File: config.mk
export PLATFORM = sky130hd
export DESIGN_NAME = fp_div_seq
export DESIGN_NICKNAME = d
export VERILOG_FILES = /design/src/rtl/fp_div_seq.sv
export SDC_FILE = /design/constraint.sdc
export NUM_CORES = 1
export LEC_CHECK = 0
export ABC_AREA = 1
export CAP_MARGIN = 20
export CORE_ASPECT_RATIO = 0.75
export CORE_MARGIN = 5
export CORE_UTILIZATION = 63
export CTS_CLUSTER_SIZE = 25
export DETAILED_ROUTE_END_ITERATION = 6
export GPL_ROUTABILITY_DRIVEN = 1
export HOLD_SLACK_MARGIN = 0.12
export PLACE_DENSITY = 0.86
export SYNTH_ARGS = -nofsm -noshare
export SYNTH_HDL_FRONTEND = slang
export SYNTH_SLANG_ARGS = --single-unit
File: constraint.sdc
create_clock -name clk -period 7.4 [get_ports clk]
set_input_delay 1.48 -clock clk [delete_from_list [all_inputs] [get_ports clk]]
set_output_delay 1.48 -clock clk [all_outputs]
set_load 0.005 [all_outputs]
File: src/rtl/fp_div_seq.sv
// Sequential binary32 divider: radix-2 restoring, one quotient bit per clock.
// Optional IEEE exception flags output enabled with FPD_FLAGS_EN.
module fp_div_seq #(
  parameter int size = 32
) (
  input  logic            clk,
  input  logic            rst_n,
  input  logic            start,
  input  logic [size-1:0] a,
  input  logic [size-1:0] b,
  output logic [size-1:0] q,
  output logic            busy,
  output logic            done
`ifdef FPD_FLAGS_EN
  ,
  output logic [4:0]      flags
`endif
);

  typedef enum logic [1:0] {
    IDLE,
    PREP,
    DIV,
    RND
  } state_t;

  state_t state, nxt;

  logic [size-1:0] a_r, b_r;
  logic [4:0]      cnt;
  logic [24:0]     rem;
  logic [23:0]     mb;
  logic [25:0]     quo;
  logic signed [9:0] ex;
  logic            sgn;
  logic            spec;
  logic [31:0]     spec_q;
`ifdef FPD_FLAGS_EN
  logic [4:0]      spec_f;
`endif

  logic [7:0]  ea, eb;
  logic [22:0] fa, fb;
  logic        za, zb, ia, ib, na, nb;
  logic        sgn_c;

  assign ea    = a_r[30:23];
  assign eb    = b_r[30:23];
  assign fa    = a_r[22:0];
  assign fb    = b_r[22:0];
  assign za    = (ea == 8'd0);
  assign zb    = (eb == 8'd0);
  assign ia    = (ea == 8'hFF) && (fa == 23'd0);
  assign ib    = (eb == 8'hFF) && (fb == 23'd0);
  assign na    = (ea == 8'hFF) && (fa != 23'd0);
  assign nb    = (eb == 8'hFF) && (fb != 23'd0);
  assign sgn_c = a_r[31] ^ b_r[31];

  logic        sp;
  logic [31:0] sq;
  logic [4:0]  sf;

  // Special-case classification, in priority order
  always_comb begin
    sp = 1'b1;
    sq = 32'd0;
    sf = 5'd0;
    priority case (1'b1)
      (na | nb | (za & zb) | (ia & ib)): begin
        sq = 32'h7FC0_0000;
        sf = 5'b10000;
      end
      zb: begin
        sq = {sgn_c, 8'hFF, 23'd0};
        sf = 5'b01000;
      end
      ia: sq = {sgn_c, 8'hFF, 23'd0};
      ib: sq = {sgn_c, 31'd0};
      za: sq = {sgn_c, 31'd0};
      default: sp = 1'b0;
    endcase
  end

  logic        ge;
  logic [24:0] diff;

  assign ge   = (rem >= {1'b0, mb});
  assign diff = rem - {1'b0, mb};

  logic        hi, g, st, inc;
  logic [23:0] man;
  logic [24:0] man_r;
  logic [22:0] frac;
  logic signed [9:0] e1, e2;
  logic        ovf, unf;
  logic [31:0] rq;
  logic [4:0]  rf;

  always_comb begin
    hi    = quo[25];
    man   = hi ? quo[25:2] : quo[24:1];
    g     = hi ? quo[1] : quo[0];
    st    = (hi & quo[0]) | (rem != 25'd0);
    e1    = hi ? ex : ex - 10'sd1;
    inc   = g & (st | man[0]);
    man_r = {1'b0, man} + {24'd0, inc};
    // Mantissa carry leaves 1.0, whose fraction is zero
    frac  = man_r[24] ? man_r[23:1] : man_r[22:0];
    e2    = e1 + $signed({9'd0, man_r[24]});
    ovf   = (e2 >= 10'sd255);
    unf   = (e2 <= 10'sd0);
    rq    = {sgn, e2[7:0], frac};
    rf    = {4'd0, g | st};
    if (ovf) begin
      rq = {sgn, 8'hFF, 23'd0};
      rf = 5'b00101;
    end else if (unf) begin
      rq = {sgn, 31'd0};
      rf = 5'b00011;
    end
  end

  always_comb begin
    nxt = state;
    unique case (state)
      IDLE: if (start) nxt = PREP;
      PREP: nxt = sp ? RND : DIV;
      DIV:  if (cnt == 5'd25) nxt = RND;
      RND:  nxt = IDLE;
      default: nxt = IDLE;
    endcase
  end

  always_ff @(posedge clk or negedge rst_n) begin
    if (!rst_n) state <= IDLE;
    else        state <= nxt;
  end

  always_ff @(posedge clk or negedge rst_n) begin
    if (!rst_n) begin
      a_r    <= '0;
      b_r    <= '0;
      cnt    <= 5'd0;
      rem    <= 25'd0;
      mb     <= 24'd0;
      quo    <= 26'd0;
      ex     <= 10'sd0;
      sgn    <= 1'b0;
      spec   <= 1'b0;
      spec_q <= 32'd0;
`ifdef FPD_FLAGS_EN
      spec_f <= 5'd0;
      flags  <= 5'd0;
`endif
      q      <= '0;
      busy   <= 1'b0;
      done   <= 1'b0;
    end else begin
      done <= 1'b0;
      busy <= (nxt != IDLE);
      unique case (state)
        IDLE: begin
          if (start) begin
            a_r <= a;
            b_r <= b;
          end
        end
        PREP: begin
          sgn    <= sgn_c;
          spec   <= sp;
          spec_q <= sq;
`ifdef FPD_FLAGS_EN
          spec_f <= sf;
`endif
          rem    <= {2'b01, fa};
          mb     <= {1'b1, fb};
          ex     <= $signed({2'b00, ea}) - $signed({2'b00, eb}) + 10'sd127;
          cnt    <= 5'd0;
          quo    <= 26'd0;
        end
        DIV: begin
          quo <= {quo[24:0], ge};
          rem <= ge ? {diff[23:0], 1'b0} : {rem[23:0], 1'b0};
          cnt <= cnt + 5'd1;
        end
        RND: begin
          done <= 1'b1;
          q    <= spec ? spec_q : rq;
`ifdef FPD_FLAGS_EN
          flags <= spec ? spec_f : rf;
`endif
        end
        default: ;
      endcase
    end
  end

`ifndef FPD_FLAGS_EN
  logic unused_flags;
  assign unused_flags = ^{sf, rf};
`endif

endmodule

==> results.md, run 1 <==
* Yosys warning total at 0
* Core area at 18300 um^2
* Comb power frac at 0.559
* Wire length of the first global-routing pass at 49100 um
* Final setup viols at 0
* GRT Overall Usage at 0.282
* Vias at 10374
* CTS tree: done
* Final Cycle Share at 0.639
* Sw Ratio at 0.484
* DR WL/cell at 16.4 um
* Setup bufs post-CTS at 0
* Register area at 4880 um^2
* Synth area leader: dfrtp_1
* Die area at 21400 um^2
* P_leak at 6.23 nW
* Area Overhead vs Synth at 15.0%
* Hold/Removal Path Class: reg2reg
* Antenna Violating Nets Remaining at 0
* Met2 WL at 12400 um
* DPL Wire Length at 21700 um
* Syn Inst Count at 1470
* Drt total wl at 29700 um
* CTS max path bufs at 2
* Post-synthesis sequential area ratio at 0.417
* Reg power frac at 0.283
* Ant. Diodes at 0
* Drt pass-1 iters at 5
* Max Cap Violations at 0
* Share of cells above drive strength 1 at 0.0890
* Post-synth top area share at 0.417
* Initial DRC Count at 1149
* Crit. End Element: flip-flop
* Worst VDD drop at 0.269 mV
* Max layer used: met4
* Clock network power share at 0.158
* Vias in the first global route at 9668
* Final Max Tran Viols at 0
* Synthesized flop and latch total at 195
* Final worst setup slack at 2670 ps
* Final Util at 0.734
* Power per standard cell area at 459 nW/um^2
* CTS H-tree depth at 4
* Post-CTS Resized at 0
* CTS clk-pin slew, worst paths at 80 ps
* Initial antenna violation count at 0
* Cts hold-fix bufs at 0
* Pwr Total at 0.00617 W
* TritonCTS Buffers at 17
* # fillers at 1339
* Synth cell types at 58
* RR Endpoint: q[24]$_DFFE_PN0P_
* Placement Rows at 43
* Worst Max-Slew Pin Slew at 1060 ps
* Synthesized area at 11700 um^2
* RSZ-0062 raised after global routing: no
* Routed wl met3 at 2750 um
* Top cell by count, worst path: nand2_1
* Post-synth EDFFs at 0
* Worst slack, placed at 2410 ps
* Fmax at 211 MHz
* Main flop type after synthesis: dfrtp_1
* Net Switching at 0.00299 W
* Die W at 167 um
* Starting density of the core at 0.638
* Beginning of the critical path: quo[25]$_DFFE_PN0P_
* R2R depth at 29
* Hold_sp: q[6]$_DFFE_PN0P_
* Status: completed
* Crit-path max FO at 47
* CTS Sinks at 195
* Root buf cell: clkbuf_16
* WP data arrival at 5060 ps
* Slew headroom at 0.291
* Synth top area cells: dfrtp_1, nand2_1, inv_1
* Internal at 0.00318 W
* Met1 Wirelength at 14300 um
* Worst-Skew Late Latency at 440 ps
* Critical path class: reg2reg
* GP Congestion at 0.976
* Io pins at 101
* Worst path slowest cell: dfrtp_2
* Die Height at 128 um
* Vias per std cell at 5.73
* Hold path cells at 2
* Ys async rst share at 1.00
* Port Buffers at 100
* Multi-input logic area at 5810 um^2
* Setup crit start kind: flip-flop
* TNS Setup at 0 ps
* Final Net Count at 1662
* Syn nets at 1583
* Worst path required time at 7730 ps
* Clock skew at 12.4 ps
* Final hold vios at 0
* GR Overflow Total at 0
* Drt drc at 0
* R2R Setup Slk at 2670 ps
* Max incr delay on CP at 520 ps
* Minimum clock period after layout at 4730 ps
* Syn_area_per_cell at 7.96 um^2
* Largest net degree at the start of global routing at 106
* Reg2Reg Launch Point: quo[25]$_DFFE_PN0P_
* Worst hold path endpoint: q[6]$_DFFE_PN0P_
[metrics by stage]
step	area, um^2	cells	hold slack, ps
after floorplan	11700	1470	426
after global placement	12800	1775	456
after detailed placement	12800	1775	462
after CTS	13400	1807	490
after global routing	13500	1809	507
final	13500	1809	488
[synthesized netlist by cell type (19+ instances only)]
cell	count
a21oi_1	71
clkbuf_1	30
dfrtp_1	195
ha_1	44
inv_1	195
mux2_2	34
nand2_1	333
nand3_1	58
nand4_1	31
nor2_1	129
nor3_1	19
o21ai_0	79
o21ai_1	24
o22ai_1	33
xor2_1	37
[routing by layer]
metal,up-vias,track usage
met4,0,0.0611
li1,4992,-
met5,-,0
met1,4919,0.436
met2,440,0.407
met3,23,0.0669
[worst max-delay path by stage]
stage	endpoint	slack [ps]
finish	q[24]$_DFFE_PN0P_	2670
global route	q[24]$_DFFE_PN0P_	2110
detailed placement	q[24]$_DFFE_PN0P_	2410
global placement	q[24]$_DFFE_PN0P_	2590
floorplan	q[30]$_DFFE_PN0P_	3540
CTS	q[24]$_DFFE_PN0P_	2390
[cell families (layout without fill, tap and decap cells)]
| logic type | count (synthesis) | in the layout | share of synthesized area |
|---|---|---|---|
| AO/OA/AOI/OAI | 273 | 273 | 0.138 |
| multiplexers | 34 | 34 | 0.0327 |
| flip-flops | 195 | 195 | 0.417 |
| XOR/XNOR | 47 | 47 | 0.0352 |
| adder cells (fa/ha/maj) | 46 | 46 | 0.0505 |
| AND/OR/NAND/NOR | 628 | 628 | 0.239 |
| buffers and inverters | 247 | 339 | 0.0876 |
[cells in the final DEF, fill, tap and decap left out, types with 7 or more instances in the layout]
cell type,instances
a21oi_1,71
ha_1,43
nand4_1,31
nor3_1,19
o21ai_2,15
nor4_1,14
o21ai_1,24
o21bai_1,10
mux2_2,34
nand2_2,9
nand3_2,7
nand2_1,332
o22ai_1,33
nand3_1,58
o21ai_0,79
xor2_1,37
o211ai_1,8
clkbuf_16,17
dfrtp_1,194
nor2_1,129
xnor2_1,10
inv_1,195
o221ai_1,10
clkdlybuf4s50_1,99
[sequential cells by signal (all words and copies together) (netlist names)]
| register | count |
|---|---|
| a_r | 32 |
| b_r | 32 |
| q | 32 |
| quo | 26 |
| rem | 25 |
| mb | 24 |
| ex | 10 |
| cnt | 5 |
| spec_q | 3 |
| state | 2 |
| busy | 1 |
| done | 1 |
| sgn | 1 |
| spec | 1 |
[power by group through the flow]
stage | registers [W] | logic (W) | clock network, W
2_1_floorplan | 0.00168 | 0.00254 | 0
3_3_place_gp | 0.00174 | 0.00322 | 0
3_5_place_dp | 0.00176 | 0.00331 | 0
4_1_cts | 0.00174 | 0.00336 | 0.000975
5_1_grt | 0.00180 | 0.00386 | 0.00102
6_report | 0.00175 | 0.00345 | 0.000973
[critical path, delay by kind of cell (launching register included)]
kind                     cells  cell delay, ps
AND/OR/NAND/NOR             20            2550
adder cells (fa/ha/maj)      3             610
flip-flops                   1             520
buffers and inverters        4             480
AO/OA/AOI/OAI                2             440
[cell type report]
class | count | share of cell area
clock buffers | 17 | 0.0316
clock inverters | 15 | 0.0150
inverters | 201 | 0.0563
repair buffers | 106 | 0.0799
well taps | 247 | 0.0230
multi-input cells | 1028 | 0.432
flip-flops and latches | 195 | 0.363
(Power assumes the default switching activity.)
==> run 2: changes to the inputs <==
--- a/config.mk
+++ b/config.mk
@@ -9,12 +9,12 @@
 export CAP_MARGIN = 20
 export CORE_ASPECT_RATIO = 0.75
 export CORE_MARGIN = 5
-export CORE_UTILIZATION = 63
+export CORE_UTILIZATION = 59
 export CTS_CLUSTER_SIZE = 25
 export DETAILED_ROUTE_END_ITERATION = 6
 export GPL_ROUTABILITY_DRIVEN = 1
 export HOLD_SLACK_MARGIN = 0.12
-export PLACE_DENSITY = 0.86
+export PLACE_DENSITY = 0.81
 export SYNTH_ARGS = -nofsm -noshare
 export SYNTH_HDL_FRONTEND = slang
 export SYNTH_SLANG_ARGS = --single-unit
==> constraint.sdc (replaced) <==
create_clock -name clk -period 4.6 [get_ports clk]
set_input_delay 0.92 -clock clk [delete_from_list [all_inputs] [get_ports clk]]
set_output_delay 0.92 -clock clk [all_outputs]
set_load 0.005 [all_outputs]
==> run 2 against run 1 <==
Effect of this change: first-iteration DRC count decreased by 7.0%; die area is 6.3% higher; count of clock-buffer cells in the layout is the same; routed wire length is 4.0% higher; critical path type unchanged; fmax grew 14%; sequential power up 62%; utilization shrank 3.7 points; non-clock buffer count grew 7; power is 62% higher.
==> results.md, run 2 (synthesized netlist as in run 1, its figures left out) <==
* Status: completed
* Final Max Tran Viols at 0
* Final Cycle Share at 0.906
* CTS tree: done
* Io pins at 101
* WP data arrival at 4500 ps
* Clock network power share at 0.160
* GRT Overall Usage at 0.270
* CTS clk-pin slew, worst paths at 80 ps
* R2R depth at 25
* GR Overflow Total at 0
* Drt drc at 0
* Comb power frac at 0.557
* DR WL/cell at 17.0 um
* Fmax at 240 MHz
* Hold_sp: mb[23]$_DFFE_PN0N_
* Critical path class: reg2reg
* Minimum clock period after layout at 4170 ps
* Placement Rows at 44
* CTS H-tree depth at 4
* Starting density of the core at 0.602
* Largest net degree at the start of global routing at 111
* Initial antenna violation count at 0
* Vias at 10388
* Net Switching at 0.00487 W
* Final Net Count at 1669
* Vias per std cell at 5.70
* RR Endpoint: q[18]$_DFFE_PN0P_
* Port Buffers at 100
* Hold/Removal Path Class: reg2reg
* Initial DRC Count at 1068
* GP Congestion at 1.00
* Setup crit start kind: flip-flop
* Crit. End Element: flip-flop
* Die area at 22800 um^2
* Worst hold path endpoint: mb[23]$_DFFE_PN0N_
* RSZ-0062 raised after global routing: no
* Internal at 0.00512 W
* Worst path required time at 4930 ps
* Cts hold-fix bufs at 0
* Final hold vios at 0
* Antenna Violating Nets Remaining at 0
* Most common cell after layout, fill and taps aside: nand2_1
* TritonCTS Buffers at 17
* Ant. Diodes at 0
* Share of cells above drive strength 1 at 0.0931
* Final setup viols at 0
* CTS Sinks at 195
* Slew headroom at 0.294
* Worst-Skew Late Latency at 450 ps
* P_leak at 6.27 nW
* CTS max path bufs at 2
* Sw Ratio at 0.487
* Root buf cell: clkbuf_16
* Placed cells at 1789
* Vias in the first global route at 9769
* Hold path cells at 2
* Clock skew at 16.0 ps
* Area Overhead vs Synth at 15.7%
* Drt pass-1 iters at 7
* Most frequent cells in the layout: nand2_1, inv_1, dfrtp_1, nor2_1, clkdlybuf4s50_1
* Die W at 173 um
* Top flop regs: a_r x32, b_r x32, q x32
* Die Height at 132 um
* Drt total wl at 30900 um
* Wire length of the first global-routing pass at 50600 um
* Power per standard cell area at 738 nW/um^2
* Post-route non-filler standard cell count at 1822
* Crit-path max FO at 11
* DPL Wire Length at 22700 um
* R2R Setup Slk at 430 ps
* Worst Max-Slew Pin Slew at 1060 ps
* Max Cap Violations at 0
* Worst VDD drop at 0.436 mV
* TNS Setup at 0 ps
* Core area at 19400 um^2
* Reg2Reg Launch Point: quo[25]$_DFFE_PN0P_
* Reg power frac at 0.283
run 2: changes by cell type in the layout (fill, tap and decap cells not counted), moves of 3 or more:
cell,delta
clkinv_8,+3
inv_12,+4
inv_8,-5
buf_4,+7
run 2: worst max-delay path, stage by stage (launching register included):
cell     delay, ps
dfrtp_2        480
o21ai_1        210
nand2_1        110
inv_2           90
ha_1           240
nand2_4         90
nor3_4         160
nand3_1        130
or2_1          270
nor3_2         160
nand3_1        110
nor2_1         180
ha_1           200
ha_1           170
inv_1           50
a21oi_1        170
nand2_1        100
nor2_1         120
nand3_1        110
nand2_1        130
nand2_1         60
nor2_1          80
nand3_1         80
nand2_2        190
buf_4          220
o21ai_1        100
run 2: power groups by stage:
stage,combinational (W),clock (W),sequential [W]
2_1_floorplan,0.00409,0,0.00270
3_3_place_gp,0.00525,0,0.00281
3_5_place_dp,0.00539,0,0.00284
4_1_cts,0.00546,0.00161,0.00282
5_1_grt,0.00621,0.00168,0.00290
6_report,0.00557,0.00160,0.00283
run 2: cell type report:
type	instances	area, um^2
flip-flops and latches	195	4880
fillers	1552	5900
inverters	201	758
clock buffers	17	425
well taps	253	317
clock inverters	15	221
multi-input cells	1028	5820
repair buffers	113	1120
run 2: worst max-delay path by stage:
stage,from,endpoint,cells after the start
2_1_floorplan,quo[25]$_DFFE_PN0P_,q[30]$_DFFE_PN0P_,30
3_3_place_gp,quo[25]$_DFFE_PN0P_,q[22]$_DFFE_PN0P_,28
3_5_place_dp,quo[25]$_DFFE_PN0P_,q[22]$_DFFE_PN0P_,28
4_1_cts,quo[25]$_DFFE_PN0P_,q[22]$_DFFE_PN0P_,25
5_1_grt,quo[25]$_DFFE_PN0P_,q[18]$_DFFE_PN0P_,23
6_report,quo[25]$_DFFE_PN0P_,q[18]$_DFFE_PN0P_,25
run 2: timing repair:
| item | in CTS | in global routing |
|---|---|---|
| buffers inserted | 0 | 1 |
| gates resized for setup | 0 | 3 |
| setup endpoints to repair | 0 | 26 |
run 2: metrics by stage:
step | total power, W | hold slack (ps) | utilization | instance area (um^2) | setup slack, ps
final | 0.00999 | 482 | 0.697 | 13500 | 435
after global routing | 0.0108 | 506 | 0.697 | 13500 | 102
after CTS | 0.00988 | 475 | 0.696 | 13500 | 325
after detailed placement | 0.00823 | 454 | 0.662 | 12900 | 372
after global placement | 0.00806 | 442 | 0.662 | 12900 | 572
after floorplan | 0.00680 | 426 | - | 11700 | 739
run 2: metal layers:
| layer | global-route usage | wire, um | part of all wire |
|---|---|---|---|
| met5 | 0 | 0 | 0 |
| met4 | 0.0576 | 417 | 0.013 |
| met3 | 0.0536 | 2350 | 0.076 |
| met2 | 0.387 | 13100 | 0.43 |
| met1 | 0.423 | 15000 | 0.49 |
==> RTL change, RTL diff (settings of run 2) <==
Encoding of `state_t`: now Gray code (2 bits for 4 states).
--- a/src/rtl/fp_div_seq.sv
+++ b/src/rtl/fp_div_seq.sv
@@ -18,10 +18,10 @@
 );
 
   typedef enum logic [1:0] {
-    IDLE,
-    PREP,
-    DIV,
-    RND
+    IDLE = 2'b00,
+    PREP = 2'b01,
+    DIV  = 2'b11,
+    RND  = 2'b10
   } state_t;
 
   state_t state, nxt;
Function: no difference found for any inputs over 10 cycles, from zero or initial values and one cycle with rst_n low; not proved beyond that.
==> RTL change against run 2 <==
- wire length shrank 4.5%
- count of clock-buffer cells in the layout grew 1
- cell area shrank 2.2%
- first-iteration DRC count shrank 1.7%
- sequential cell count is the same
- synthesized area shrank 2.8%
- worst setup slack lost 0.044 ns
- total power shrank 4.0%
- utilization shrank 0.56 points
- largest cell class unchanged
==> RTL change: results (changes against run 2) <==
| Metric | Value |
|---|---|
| First-pass GRT wire length | `48.8 mm (-3.7%)` |
| Asr flop ratio synth | `100% (unchanged)` |
| Status | `complete, no violations` |
| CTS max path bufs | `2 (unchanged)` |
| Ant. Diodes | `0 (unchanged)` |
| Hold Startpoint | `mb[23]` |
| Largest registers | `a_r: 32 flops, b_r: 32 flops, q: 32 flops` |
| Worst-Margin Slew | `0.941 ns (-0.118 ns)` |
| Worst hold path type | `reg -> reg` |
| Drt pass-1 iters | `5 (-2)` |
| Root Driver | `clkbuf_16` |
| Worst skew pair latency | `0.44 ns` |
| Initial DRC Count | `1,050 (-1.7%)` |
| H-tree depth | `4 (unchanged)` |
| Total CTS buffers | `17 (unchanged)` |
| Largest net degree at the start of global routing | `115 (+3.6%)` |
| Standby leakage power | `6.06 nW (-3.3%)` |
| Main synth FF type | `dfrtp_1` |
| Nets | `1,639 (-1.8%)` |
| Worst-path clk slew | `0.08 ns (about the same)` |
| DPL Wire Length | `21.8 mm (-4.0%)` |
| Crit share post-route | `91.5% (+0.95 points)` |
| Worst setup path startpoint | `quo[25]` |
| Worst Path Max Fanout | `23 (+12)` |
| Top post-synthesis cells by count | `nand2_1 (270), dfrtp_1 (195), inv_1 (182)` |
| Slowest stage delay, CP | `0.44 ns (-0.04 ns)` |
| Slowest cell on crit path | `dfrtp_1` |
| # port buffers | `100 (unchanged)` |
| Cell variety after synth | `50 (-14%)` |
| Syn. warnings | `0 (unchanged)` |
| Cell family with most CP delay | `simple AND/OR/NAND/NOR gates` |
| Total global-route track usage | `27.2% (+0.27 points)` |
| Layout cells sized above 1 | `7.32% (-2.0 points)` |
| Clock skew | `0.0150 ns (-0.00105 ns)` |
| Number of global-route vias before repair | `9,656 (-1.2%)` |
| Critical path arrival | `4.57 ns (+0.07 ns)` |
| Antenna violations before repair | `1 (+1)` |
| Sequential area share after synthesis | `42.9% (+1.2 points)` |
| Routed wire per std cell | `16.4 um (-3.2%)` |
| Vias per inst | `5.76 (+1.1%)` |
| VDD IR-drop max | `0.489 mV (+12%)` |
| Placement Cell Area | `0.0126 mm2 (-2.4%)` |
| Main area contributors after synthesis | `dfrtp_1 (43%), nand2_1 (8.9%), inv_1 (6.0%), a21oi_1 (5.1%), nor2_1 (4.6%)` |
| Fillers | `1,609 (+3.7%)` |
| GP Congestion | `0.950 (-5.2%)` |
-- RTL change: per-layer routing --
metal | track usage (%) | share of wire [%] | vias to the layer above
met5 | 0 | 0.037 | -
met4 | 5.12 | 0.93 | 2
met3 | 7.75 | 9.9 | 31
met2 | 39.0 | 42 | 390
met1 | 41.7 | 48 | 4923
li1 | - | - | 5008
-- RTL change: what timing repair did --
item	CTS	global route
resized for setup	0	8
setup endpoints to repair	0	29
buffers inserted	0	1
-- RTL change: tightest hold or removal path, delay by kind of cell, from the launching register on --
| family | cells | cell delay (ns) |
|---|---|---|
| DFF | 1 | 0.33 |
| and+or+nand+nor | 1 | 0.05 |
| buffers and inverters | 1 | 0.05 |
-- RTL change: final timing paths --
path	endpoint	slack, ns	depth (start not counted)
worst max-delay path	q[18]	0.39	27
worst min-delay path	mb[23]	0.46	2
worst max register to register	q[18]	0.39	27
worst min register to register	mb[23]	0.46	2
max in group asynchronous	ex[1]	3.09	2
min in group asynchronous	b_r[6]	0.57	1
-- RTL change: layout make-up --
| type | instances | area [um2] | share of cell area [%] |
|---|---|---|---|
| multi-input cells | 1014 | 5550 | 42.0 |
| flip-flops and latches | 195 | 4880 | 36.9 |
| repair buffers | 115 | 1130 | 8.56 |
| inverters | 187 | 708 | 5.35 |
| clock buffers | 18 | 439 | 3.32 |
| well taps | 253 | 317 | 2.39 |
| clock inverters | 14 | 200 | 1.51 |
| repair inverters | 1 | 7.51 | 0.0567 |
-- RTL change: kinds of logic (layout without fill, tap and decap cells) --
family	count (synthesis)	in the layout	synth area share, %
xor+xnor	45	45	3.46
buf+inv	239	335	8.62
compound gates	321	321	15.6
mux	21	21	2.07
simple gates	586	586	22.7
flops	195	195	42.9
fa+ha+maj	41	41	4.64
-- RTL change: power by group --
group	internal (mW)	switching [mW]	leakage, nW	total (mW)
sequential	2.37	0.481	2.39	2.85
combinational	1.86	3.31	3.37	5.18
clock	0.768	0.787	0.306	1.55
total	5.00	4.58	6.06	9.59
-- RTL change: per-stage QoR --
| step | instances | setup WS (ns) | power, mW |
|---|---|---|---|
| 3_3_place_gp | 1763 | 0.234 | 7.70 |
| 2_1_floorplan | 1448 | 0.796 | 6.49 |
| 6_report | 1797 | 0.391 | 9.59 |
| 4_1_cts | 1795 | 0.0749 | 9.47 |
| 3_5_place_dp | 1763 | 0.0712 | 7.84 |
| 5_1_grt | 1797 | 0.0534 | 10.4 |
